### config.mk
export PLATFORM = sky130hd
export DESIGN_NAME = pll_mdrp_master
export DESIGN_NICKNAME = d
export VERILOG_FILES = /design/src/rtl/pll_mdrp_pkg.sv /design/src/rtl/pll_mdrp_master.sv
export SDC_FILE = /design/constraint.sdc
export NUM_CORES = 1
export LEC_CHECK = 0
export ABC_AREA = 1
export CAP_MARGIN = 10
export CORE_MARGIN = 1
export CORE_UTILIZATION = 25
export CTS_CLUSTER_SIZE = 20
export DETAILED_ROUTE_END_ITERATION = 12
export HOLD_SLACK_MARGIN = 0.03
export SETUP_SLACK_MARGIN = 0.2
export SLEW_MARGIN = 10
export SYNTH_ARGS = -nofsm -noshare
export SYNTH_HDL_FRONTEND = slang
export SYNTH_SLANG_ARGS = --single-unit
### constraint.sdc
create_clock -name mdclk -period 5 [get_ports mdclk]
set_clock_uncertainty 0.05 [all_clocks]
set_input_delay 0.75 -clock mdclk [delete_from_list [all_inputs] [get_ports mdclk]]
set_output_delay 0.75 -clock mdclk [all_outputs]
set_load 0.01 [all_outputs]
### src/rtl/pll_mdrp_pkg.sv
// Shared constants and types for the PLL dynamic reconfiguration port initiator.
// Opcode encodings, FSM state encoding and the default register address width.
package pll_mdrp_pkg;

  localparam int AW_DEFAULT = 7;

  localparam logic [1:0] MDOPC_NOP = 2'b00;
  localparam logic [1:0] MDOPC_WR  = 2'b01;
  localparam logic [1:0] MDOPC_RD  = 2'b10;

  typedef enum logic [2:0] {
    ST_IDLE = 3'd0,
    ST_SEEK = 3'd1,
    ST_OP   = 3'd2,
    ST_RDW  = 3'd3,
    ST_VFY  = 3'd4,
    ST_RESP = 3'd5
  } state_t;

  function automatic logic [1:0] op_code(input logic wr);
    return wr ? MDOPC_WR : MDOPC_RD;
  endfunction

endpackage

### src/rtl/pll_mdrp_master.sv
// Single-register read/write initiator for the PLL MDRP port with a shadow address pointer.
// Define PLL_MDRP_READBACK_EN to verify every write with a readback of the same register.
module pll_mdrp_master
  import pll_mdrp_pkg::*;
#(
  parameter int AW     = AW_DEFAULT,
  parameter int RD_LAT = 1
) (
  input  logic          mdclk,
  input  logic          reset,
  input  logic          cmd_valid,
  output logic          cmd_ready,
  input  logic          cmd_wr,
  input  logic [AW-1:0] cmd_addr,
  input  logic [7:0]    cmd_wdata,
  output logic          rsp_valid,
  input  logic          rsp_ready,
  output logic [7:0]    rsp_rdata,
  output logic          rsp_err,
  input  logic          ptr_clr,
  output logic [1:0]    mdopc,
  output logic          mdainc,
  output logic [7:0]    mdwdi,
  input  logic [7:0]    mdrdo
);

  localparam logic [1:0] LAT_INIT = 2'(RD_LAT - 1);

  // Handshakes: a command transfers on the edge where cmd_valid and cmd_ready are both
  // high; a response transfers on the edge where rsp_valid and rsp_ready are both high,
  // and rsp_valid/rsp_rdata/rsp_err hold unchanged until then.

  state_t        state, state_nxt;
  logic [AW-1:0] ptr, ptr_nxt;
  logic [AW-1:0] steps, steps_nxt;
  logic [1:0]    lat, lat_nxt;
  logic          op_wr, op_wr_nxt;
  logic [7:0]    wdata, wdata_nxt;
  logic          cmd_ready_nxt, rsp_valid_nxt, rsp_err_nxt, mdainc_nxt;
  logic [7:0]    rsp_rdata_nxt, mdwdi_nxt;
  logic [1:0]    mdopc_nxt;
  logic [AW-1:0] diff;
  logic          busy;

  // A pointer clear in the accept cycle means the seek starts from 0.
  assign diff = cmd_addr - (ptr_clr ? '0 : ptr);
  assign busy = (state == ST_SEEK) || (state == ST_OP) ||
                (state == ST_RDW) || (state == ST_VFY);

  always_ff @(posedge mdclk or posedge reset) begin
    if (reset) state <= ST_IDLE;
    else       state <= state_nxt;
  end

  always_comb begin
    state_nxt = state;
    case (state)
      ST_IDLE: if (cmd_valid) state_nxt = (diff != '0) ? ST_SEEK : ST_OP;
      ST_SEEK: if (steps == AW'(1)) state_nxt = ST_OP;
`ifdef PLL_MDRP_READBACK_EN
      ST_OP:   state_nxt = op_wr ? ST_VFY : ST_RDW;
      ST_VFY:  state_nxt = ST_RDW;
`else
      ST_OP:   state_nxt = op_wr ? ST_RESP : ST_RDW;
`endif
      ST_RDW:  if (lat == '0) state_nxt = ST_RESP;
      ST_RESP: if (rsp_ready) state_nxt = ST_IDLE;
      default: state_nxt = ST_IDLE;
    endcase
    if (ptr_clr && busy) state_nxt = ST_RESP;
  end

  always_comb begin
    ptr_nxt       = ptr;
    steps_nxt     = steps;
    lat_nxt       = lat;
    op_wr_nxt     = op_wr;
    wdata_nxt     = wdata;
    rsp_valid_nxt = rsp_valid;
    rsp_rdata_nxt = rsp_rdata;
    rsp_err_nxt   = rsp_err;
    mdopc_nxt     = MDOPC_NOP;
    mdainc_nxt    = 1'b0;
    mdwdi_nxt     = 8'h00;
    case (state)
      ST_IDLE: if (cmd_valid) begin
        op_wr_nxt     = cmd_wr;
        wdata_nxt     = cmd_wdata;
        steps_nxt     = diff;
        rsp_rdata_nxt = 8'h00;
        rsp_err_nxt   = 1'b0;
        if (diff != '0) begin
          mdainc_nxt = 1'b1;
        end else begin
          mdopc_nxt = op_code(cmd_wr);
          mdwdi_nxt = cmd_wr ? cmd_wdata : 8'h00;
        end
      end
      ST_SEEK: begin
        ptr_nxt   = ptr + AW'(1);
        steps_nxt = steps - AW'(1);
        if (steps == AW'(1)) begin
          mdopc_nxt = op_code(op_wr);
          mdwdi_nxt = op_wr ? wdata : 8'h00;
        end else begin
          mdainc_nxt = 1'b1;
        end
      end
      ST_OP: begin
        lat_nxt = LAT_INIT;
`ifdef PLL_MDRP_READBACK_EN
        if (op_wr) mdopc_nxt = MDOPC_RD;
`else
        if (op_wr) begin
          rsp_valid_nxt = 1'b1;
          rsp_rdata_nxt = 8'h00;
          rsp_err_nxt   = 1'b0;
        end
`endif
      end
      ST_VFY: lat_nxt = LAT_INIT;
      ST_RDW: begin
        if (lat == '0) begin
          rsp_valid_nxt = 1'b1;
          rsp_rdata_nxt = mdrdo;
`ifdef PLL_MDRP_READBACK_EN
          rsp_err_nxt   = op_wr && (mdrdo != wdata);
`else
          rsp_err_nxt   = 1'b0;
`endif
        end else begin
          lat_nxt = lat - 2'd1;
        end
      end
      ST_RESP: if (rsp_ready) rsp_valid_nxt = 1'b0;
      default: ;
    endcase
    // A PLL reset wins over any increment and aborts whatever is in flight.
    if (ptr_clr) begin
      ptr_nxt = '0;
      if (busy) begin
        rsp_valid_nxt = 1'b1;
        rsp_rdata_nxt = 8'h00;
        rsp_err_nxt   = 1'b1;
        mdopc_nxt     = MDOPC_NOP;
        mdainc_nxt    = 1'b0;
        mdwdi_nxt     = 8'h00;
      end
    end
    cmd_ready_nxt = (state_nxt == ST_IDLE);
  end

  always_ff @(posedge mdclk or posedge reset) begin
    if (reset) begin
      ptr       <= '0;
      steps     <= '0;
      lat       <= '0;
      op_wr     <= 1'b0;
      wdata     <= 8'h00;
      cmd_ready <= 1'b1;
      rsp_valid <= 1'b0;
      rsp_rdata <= 8'h00;
      rsp_err   <= 1'b0;
      mdopc     <= MDOPC_NOP;
      mdainc    <= 1'b0;
      mdwdi     <= 8'h00;
    end else begin
      ptr       <= ptr_nxt;
      steps     <= steps_nxt;
      lat       <= lat_nxt;
      op_wr     <= op_wr_nxt;
      wdata     <= wdata_nxt;
      cmd_ready <= cmd_ready_nxt;
      rsp_valid <= rsp_valid_nxt;
      rsp_rdata <= rsp_rdata_nxt;
      rsp_err   <= rsp_err_nxt;
      mdopc     <= mdopc_nxt;
      mdainc    <= mdainc_nxt;
      mdwdi     <= mdwdi_nxt;
    end
  end

endmodule
==> flow_metrics.env, run 1 <==
export IMPL_status="finished clean"
export IMPL_yosysWarningCount=0
export IMPL_synth_edf_count=0
export IMPL_synth_top_flop_cell="dfrtp_1"
export IMPL_grt_overflow_total=0
export IMPL_numPortBuffers=50
export IMPL_hpwl_um=4990
export IMPL_cts_tree="yes"
export IMPL_drt_total_wl_um=6660
export IMPL_core_area_mm2=0.0110
export IMPL_p_leak_uw=0.00164
export IMPL_syn_num_nets=390
export IMPL_fp_dieH_um=109
export IMPL_tightest_slew_ns=1.04
export IMPL_drt_wirelength_per_cell_um=12.3
export IMPL_drive_above_1_share=0.125
export IMPL_peakVddDrop_mv=0.163
export IMPL_synth_area_mm2=0.00285
export IMPL_die_area_mm2=0.0118
export IMPL_routabilityCongestion=0.842
export IMPL_track_usage=0.121
export IMPL_instances_no_fill=541
export IMPL_post_cts_setup_buffers=0
export IMPL_path_clk_slew_ns=0.07
export IMPL_h_tree_depth=2
export IMPL_async_flop_share=1.00
export IMPL_hold_class="reg2reg"
export IMPL_final_common_cell="nand2_1"
export IMPL_ant_nets=0
export IMPL_hold_viol_final=0
export IMPL_startpoint_type="primary input"
export IMPL_finish_net_count=440
export IMPL_die_width_um=109
export IMPL_post_place_cells=533
export IMPL_arrival_ns=3.33
export IMPL_rsz0062_at_grt="no"
export IMPL_period_minus_slack_ns=3.17
export IMPL_path_max_fanout=12
export IMPL_grt_pass1_wl_um=11400
export IMPL_syn2layout_area_growth_pct=27.4
export IMPL_cts_buffers=5
export IMPL_fmax_mhz=315
export IMPL_viasPerCell=4.60
export IMPL_crit_type="in2reg"
export IMPL_synth_seq_cells=50
export IMPL_drc=0
export IMPL_seq_area_frac_synth=0.440
export IMPL_io_pins=51
export IMPL_grt_pass1_vias=2446
export IMPL_required_ns=5.16
export IMPL_syn_inst=350
export IMPL_power_density_mw_per_mm2=403
export IMPL_cts_buffer_depth=2
export IMPL_drtIter0Drc=166
export IMPL_hold_ws_ns=0.420
export IMPL_grt_max_degree=51
export IMPL_setup_viol=0
export IMPL_ctsResizeCount=0
export IMPL_fillers=1136
export IMPL_antenna_found_initial=0
export IMPL_cap_violations=0
export IMPL_clk_insertion_delay_late_ns=0.29
export IMPL_n_antenna_cell=0
export IMPL_slew_violations=0
export IMPL_synth_distinct_cells=36
export IMPL_final_cell_mix="nand2_1 (94), clkdlybuf4s50_1 (50), dfrtp_1 (49), inv_1 (33), nor2_1 (31)"
export IMPL_crit_path_end_kind="flip-flop"
export IMPL_num_vias=2487
export IMPL_cts_sinks=50
export IMPL_tns_ns=0
export IMPL_fp_row_count=38
export IMPL_drt_pass1_iterations=7
export IMPL_period_share=0.634
export IMPL_start_util=0.259
export IMPL_timing_slew_headroom=0.303
export IMPL_syn_avg_cell_area_um2=8.14
export IMPL_hold_buffers=0
export IMPL_cts_root_buf="clkbuf_16"
## per-layer routing
layer	vias up	global-route usage	routed length [um]
met2	62	0.196	3160
met1	1165	0.164	3140
met3	10	0.0191	288
met5	-	0	0
li1	1250	-	-
met4	0	0.0386	75
## final timing paths
path	slack [ns]	endpoint	start	depth (start not counted)
worst max-delay path	1.83	mdopc[1]	ptr_clr	14
worst min-delay path	0.42	rsp_err	rsp_err	2
worst max register to register	2.50	mdopc[1]	ptr[0]	13
worst min register to register	0.42	rsp_err	rsp_err	2
max in group asynchronous	3.27	ptr[5]	reset	2
min in group asynchronous	0.99	mdwdi[7]	reset	2
## sequential cells by signal (all words and copies together), names as in the netlist, 2 cells and up
register   cells
state          3
steps          7
mdwdi          8
rsp_rdata      8
mdopc          2
ptr            7
lat            2
wdata          8
## critical path: stages
cell             delay, ns
clkdlybuf4s50_1       0.61
inv_2                 0.14
nand2_1               0.12
inv_1                 0.07
fa_1                  0.40
inv_1                 0.11
nand3_1               0.13
nand2_2               0.11
nand2_1               0.06
nand2_2               0.08
nand3_2               0.06
nor2_2                0.35
nand4_1               0.15
a21oi_1               0.19
## per-stage QoR
step / cell area [um2] / total power, uW / worst slack [ns] / util
final: 3630 / 1460 / 1.83 / 0.330
after global routing: 3630 / 1570 / 1.54 / 0.330
after CTS: 3630 / 1480 / 1.82 / 0.330
after detailed placement: 3470 / 1120 / 1.52 / 0.316
after global placement: 3470 / 1110 / 1.58 / 0.316
after floorplan: 2850 / 959 / 2.54 / -
## report_power, final
part / switching [uW] / total [uW] / internal, uW / leakage (uW)
Sequential: 70.7 / 577 / 507 / 0.000653
Clock: 151 / 352 / 201 / 0.0000735
Combinational: 333 / 531 / 198 / 0.000912
Total: 555 / 1460 / 906 / 0.00164
## cell usage after synthesis, types with 2 or more instances
| library cell | count | area share |
|---|---|---|
| o21ai_1 | 5 | 0.0088 |
| buf_2 | 4 | 0.0070 |
| a21oi_2 | 2 | 0.0062 |
| nor3_1 | 5 | 0.0088 |
| nand4_1 | 12 | 0.026 |
| a21oi_1 | 20 | 0.035 |
| nor2_4 | 5 | 0.020 |
| o21ai_0 | 7 | 0.012 |
| inv_1 | 34 | 0.045 |
| buf_6 | 2 | 0.0079 |
| nand2_2 | 6 | 0.013 |
| nand3_1 | 22 | 0.039 |
| ha_1 | 10 | 0.044 |
| nor2_1 | 31 | 0.041 |
| nand2_1 | 94 | 0.12 |
| dfrtp_1 | 49 | 0.43 |
| nor2_2 | 5 | 0.011 |
| a22oi_2 | 8 | 0.035 |
| inv_2 | 10 | 0.013 |
| o221ai_1 | 3 | 0.0092 |
## cell type report
cell class	count	area [um2]	share of cell area
Sequential cell	50	1250	0.345
Timing Repair Buffer	50	500	0.138
Inverter	44	165	0.0455
Tap cell	140	175	0.0483
Clock buffer	6	139	0.0383
Multi-Input combinational cell	249	1380	0.380
Clock inverter	2	16.3	0.00448
## cells by family after synthesis
family	Yosys count	synth area share
AO/OA/AOI/OAI	52	0.135
adder cells (fa/ha/maj)	11	0.0510
flip-flops	50	0.440
AND/OR/NAND/NOR	186	0.299
buffers and inverters	51	0.0756
(Power assumes the default switching activity.)
==> run 2: changes to the inputs <==
==> constraint.sdc (replaced) <==
create_clock -name mdclk -period 3.3 [get_ports mdclk]
set_clock_uncertainty 0.05 [all_clocks]
set_input_delay 0.495 -clock mdclk [delete_from_list [all_inputs] [get_ports mdclk]]
set_output_delay 0.495 -clock mdclk [all_outputs]
set_load 0.01 [all_outputs]
==> run 2 against run 1 <==
Against the previous run: utilization up 0.36 points; cell count up 0.55%; flip-flop and latch count unchanged; combinational power up 53%; wire length down 0.32%; highest routed layer unchanged; first-iteration DRC count down 46%; register-to-register slack worse by 1.5 ns; clock power up 68%; sequential power up 51%; final area up 1.1%; critical path type unchanged; largest cell class unchanged; critical endpoint is now cmd_ready; setup slack worse by 1.3 ns.
==> flow_metrics.env, run 2 (synthesis gave the netlist of run 1 again) <==
export IMPL_grt_overflow_total=0
export IMPL_h_tree_depth=2
export IMPL_grt_max_degree=33
export IMPL_power_density_mw_per_mm2=620
export IMPL_instances_no_fill=544
export IMPL_r2r_cells=15
export IMPL_numPortBuffers=50
export IMPL_viasPerCell=4.55
export IMPL_tightest_slew_ns=0.462
export IMPL_drive_above_1_share=0.131
export IMPL_max_stage_delay_ns=0.60
export IMPL_top_layer="met4"
export IMPL_setup_viol=0
export IMPL_timing_slew_headroom=0.692
export IMPL_path_max_fanout=12
export IMPL_startpoint_type="primary input"
export IMPL_crit_cells=16
export IMPL_p_leak_uw=0.00166
export IMPL_antenna_found_initial=0
export IMPL_io_pins=51
export IMPL_hold_viol_final=0
export IMPL_cts_tree="yes"
export IMPL_drc=0
export IMPL_n_antenna_cell=0
export IMPL_slew_violations=0
export IMPL_crit_type="in2reg"
export IMPL_required_ns=3.46
export IMPL_ant_nets=0
export IMPL_path_cells="clkdlybuf4s50_1, inv_2, nand2_1, inv_1, fa_1, inv_1, nand3_1, nand2_2, nand2_1, nand2_2, nand3_2, nor2_2, buf_4, nand3_1, nand2_1, a21oi_1"
export IMPL_fmax_mhz=367
export IMPL_die_area_mm2=0.0118
export IMPL_period_minus_slack_ns=2.72
export IMPL_fp_row_count=38
export IMPL_routed_wl_met3_um=137
export IMPL_final_cell_mix="nand2_1 (94), clkdlybuf4s50_1 (50), dfrtp_1 (49), inv_1 (33), nor2_1 (31)"
export IMPL_drt_pass1_iterations=4
export IMPL_path_clk_slew_ns=0.07
export IMPL_start_util=0.259
export IMPL_post_place_cells=536
export IMPL_cts_buffer_depth=2
export IMPL_hold_buffers=0
export IMPL_cpLargestDelayFamily="buffers and inverters"
export IMPL_fp_dieH_um=109
export IMPL_rsz0062_at_grt="no"
export IMPL_final_common_cell="nand2_1"
export IMPL_arrival_ns=2.88
export IMPL_grt_pass1_wl_um=11300
export IMPL_hold_depth=2
export IMPL_ctsResizeCount=0
export IMPL_cap_violations=0
export IMPL_core_area_mm2=0.0110
export IMPL_cts_buffers=5
export IMPL_period_share=0.826
export IMPL_wl_met1_um=3210
export IMPL_hold_class="reg2reg"
export IMPL_syn2layout_area_growth_pct=28.8
export IMPL_critPathSlowestCell="clkdlybuf4s50_1"
export IMPL_grt_pass1_vias=2403
export IMPL_crit_path_end_kind="flip-flop"
export IMPL_routabilityCongestion=0.836
export IMPL_critPathBufInv=5
export IMPL_num_vias=2477
export IMPL_path_common_cell="nand2_1"
export IMPL_cts_root_buf="clkbuf_16"
export IMPL_post_cts_setup_buffers=0
export IMPL_drt_wirelength_per_cell_um=12.2
export IMPL_finish_net_count=443
export IMPL_dr_wl_met2_um=3270
export IMPL_drt_total_wl_um=6640
export IMPL_peakVddDrop_mv=0.375
export IMPL_tns_ns=0
export IMPL_hpwl_um=5030
export IMPL_cts_sinks=50
export IMPL_drtIter0Drc=90
export IMPL_status="finished clean"
export IMPL_track_usage=0.119
export IMPL_reg_largest_list="mdwdi (8), rsp_rdata (8), wdata (8)"
export IMPL_die_width_um=109
export IMPL_clk_insertion_delay_late_ns=0.28
[run 2: worst register-to-register path: stages, from the launching register on]
cell     delay (ns)
dfrtp_1        0.40
inv_1          0.08
nor2_1         0.05
ha_1           0.22
fa_1           0.39
inv_1          0.10
nand3_1        0.12
nand2_2        0.11
nand2_1        0.06
nand2_2        0.08
nand3_2        0.06
nor2_2         0.08
buf_4          0.17
nand3_1        0.11
nand2_1        0.09
a21oi_1        0.06
[run 2: stage by stage]
stage / power, uW / setup WS (ns) / hold WS [ns] / area, um2 / util
after floorplan: 1450 / 1.10 / 0.392 / 2850 / -
after global placement: 1680 / 0.329 / 0.404 / 3500 / 0.318
after detailed placement: 1690 / 0.258 / 0.409 / 3500 / 0.318
after CTS: 2300 / 0.558 / 0.427 / 3670 / 0.334
after global routing: 2440 / 0.271 / 0.448 / 3670 / 0.334
final: 2280 / 0.575 / 0.425 / 3670 / 0.334
[run 2: where the power goes]
part / switching (uW) / total [uW] / leakage, uW / internal [uW]
Sequential: 106 / 874 / 0.000653 / 767
Clock: 230 / 592 / 0.0000844 / 362
Combinational: 508 / 810 / 0.000927 / 301
Total: 845 / 2280 / 0.00166 / 1430
[run 2: layout make-up]
type,instances,area (um2)
fill,1124,7310
multi-input combinational,249,1380
sequential,50,1250
timing repair buffer,53,523
tap,140,175
inverter,44,165
clock buffer,5,125
clock inverter,3,47.5
[run 2: final timing paths]
check	startpoint	to	slack (ns)
min reg2reg	rsp_err	rsp_err	0.43
max in group asynchronous	reset	cmd_ready	1.96
max	ptr_clr	cmd_ready	0.58
min in group asynchronous	reset	rsp_rdata[5]	0.47
max reg2reg	ptr[0]	cmd_ready	0.99
min	rsp_err	rsp_err	0.43
[run 2: metal layers]
layer  global-route usage  vias to the layer above
li1                     -                     1262
met1                0.159                     1189
met2                0.204                       24
met3               0.0227                        2
met4               0.0145                        0
met5                    0                        -
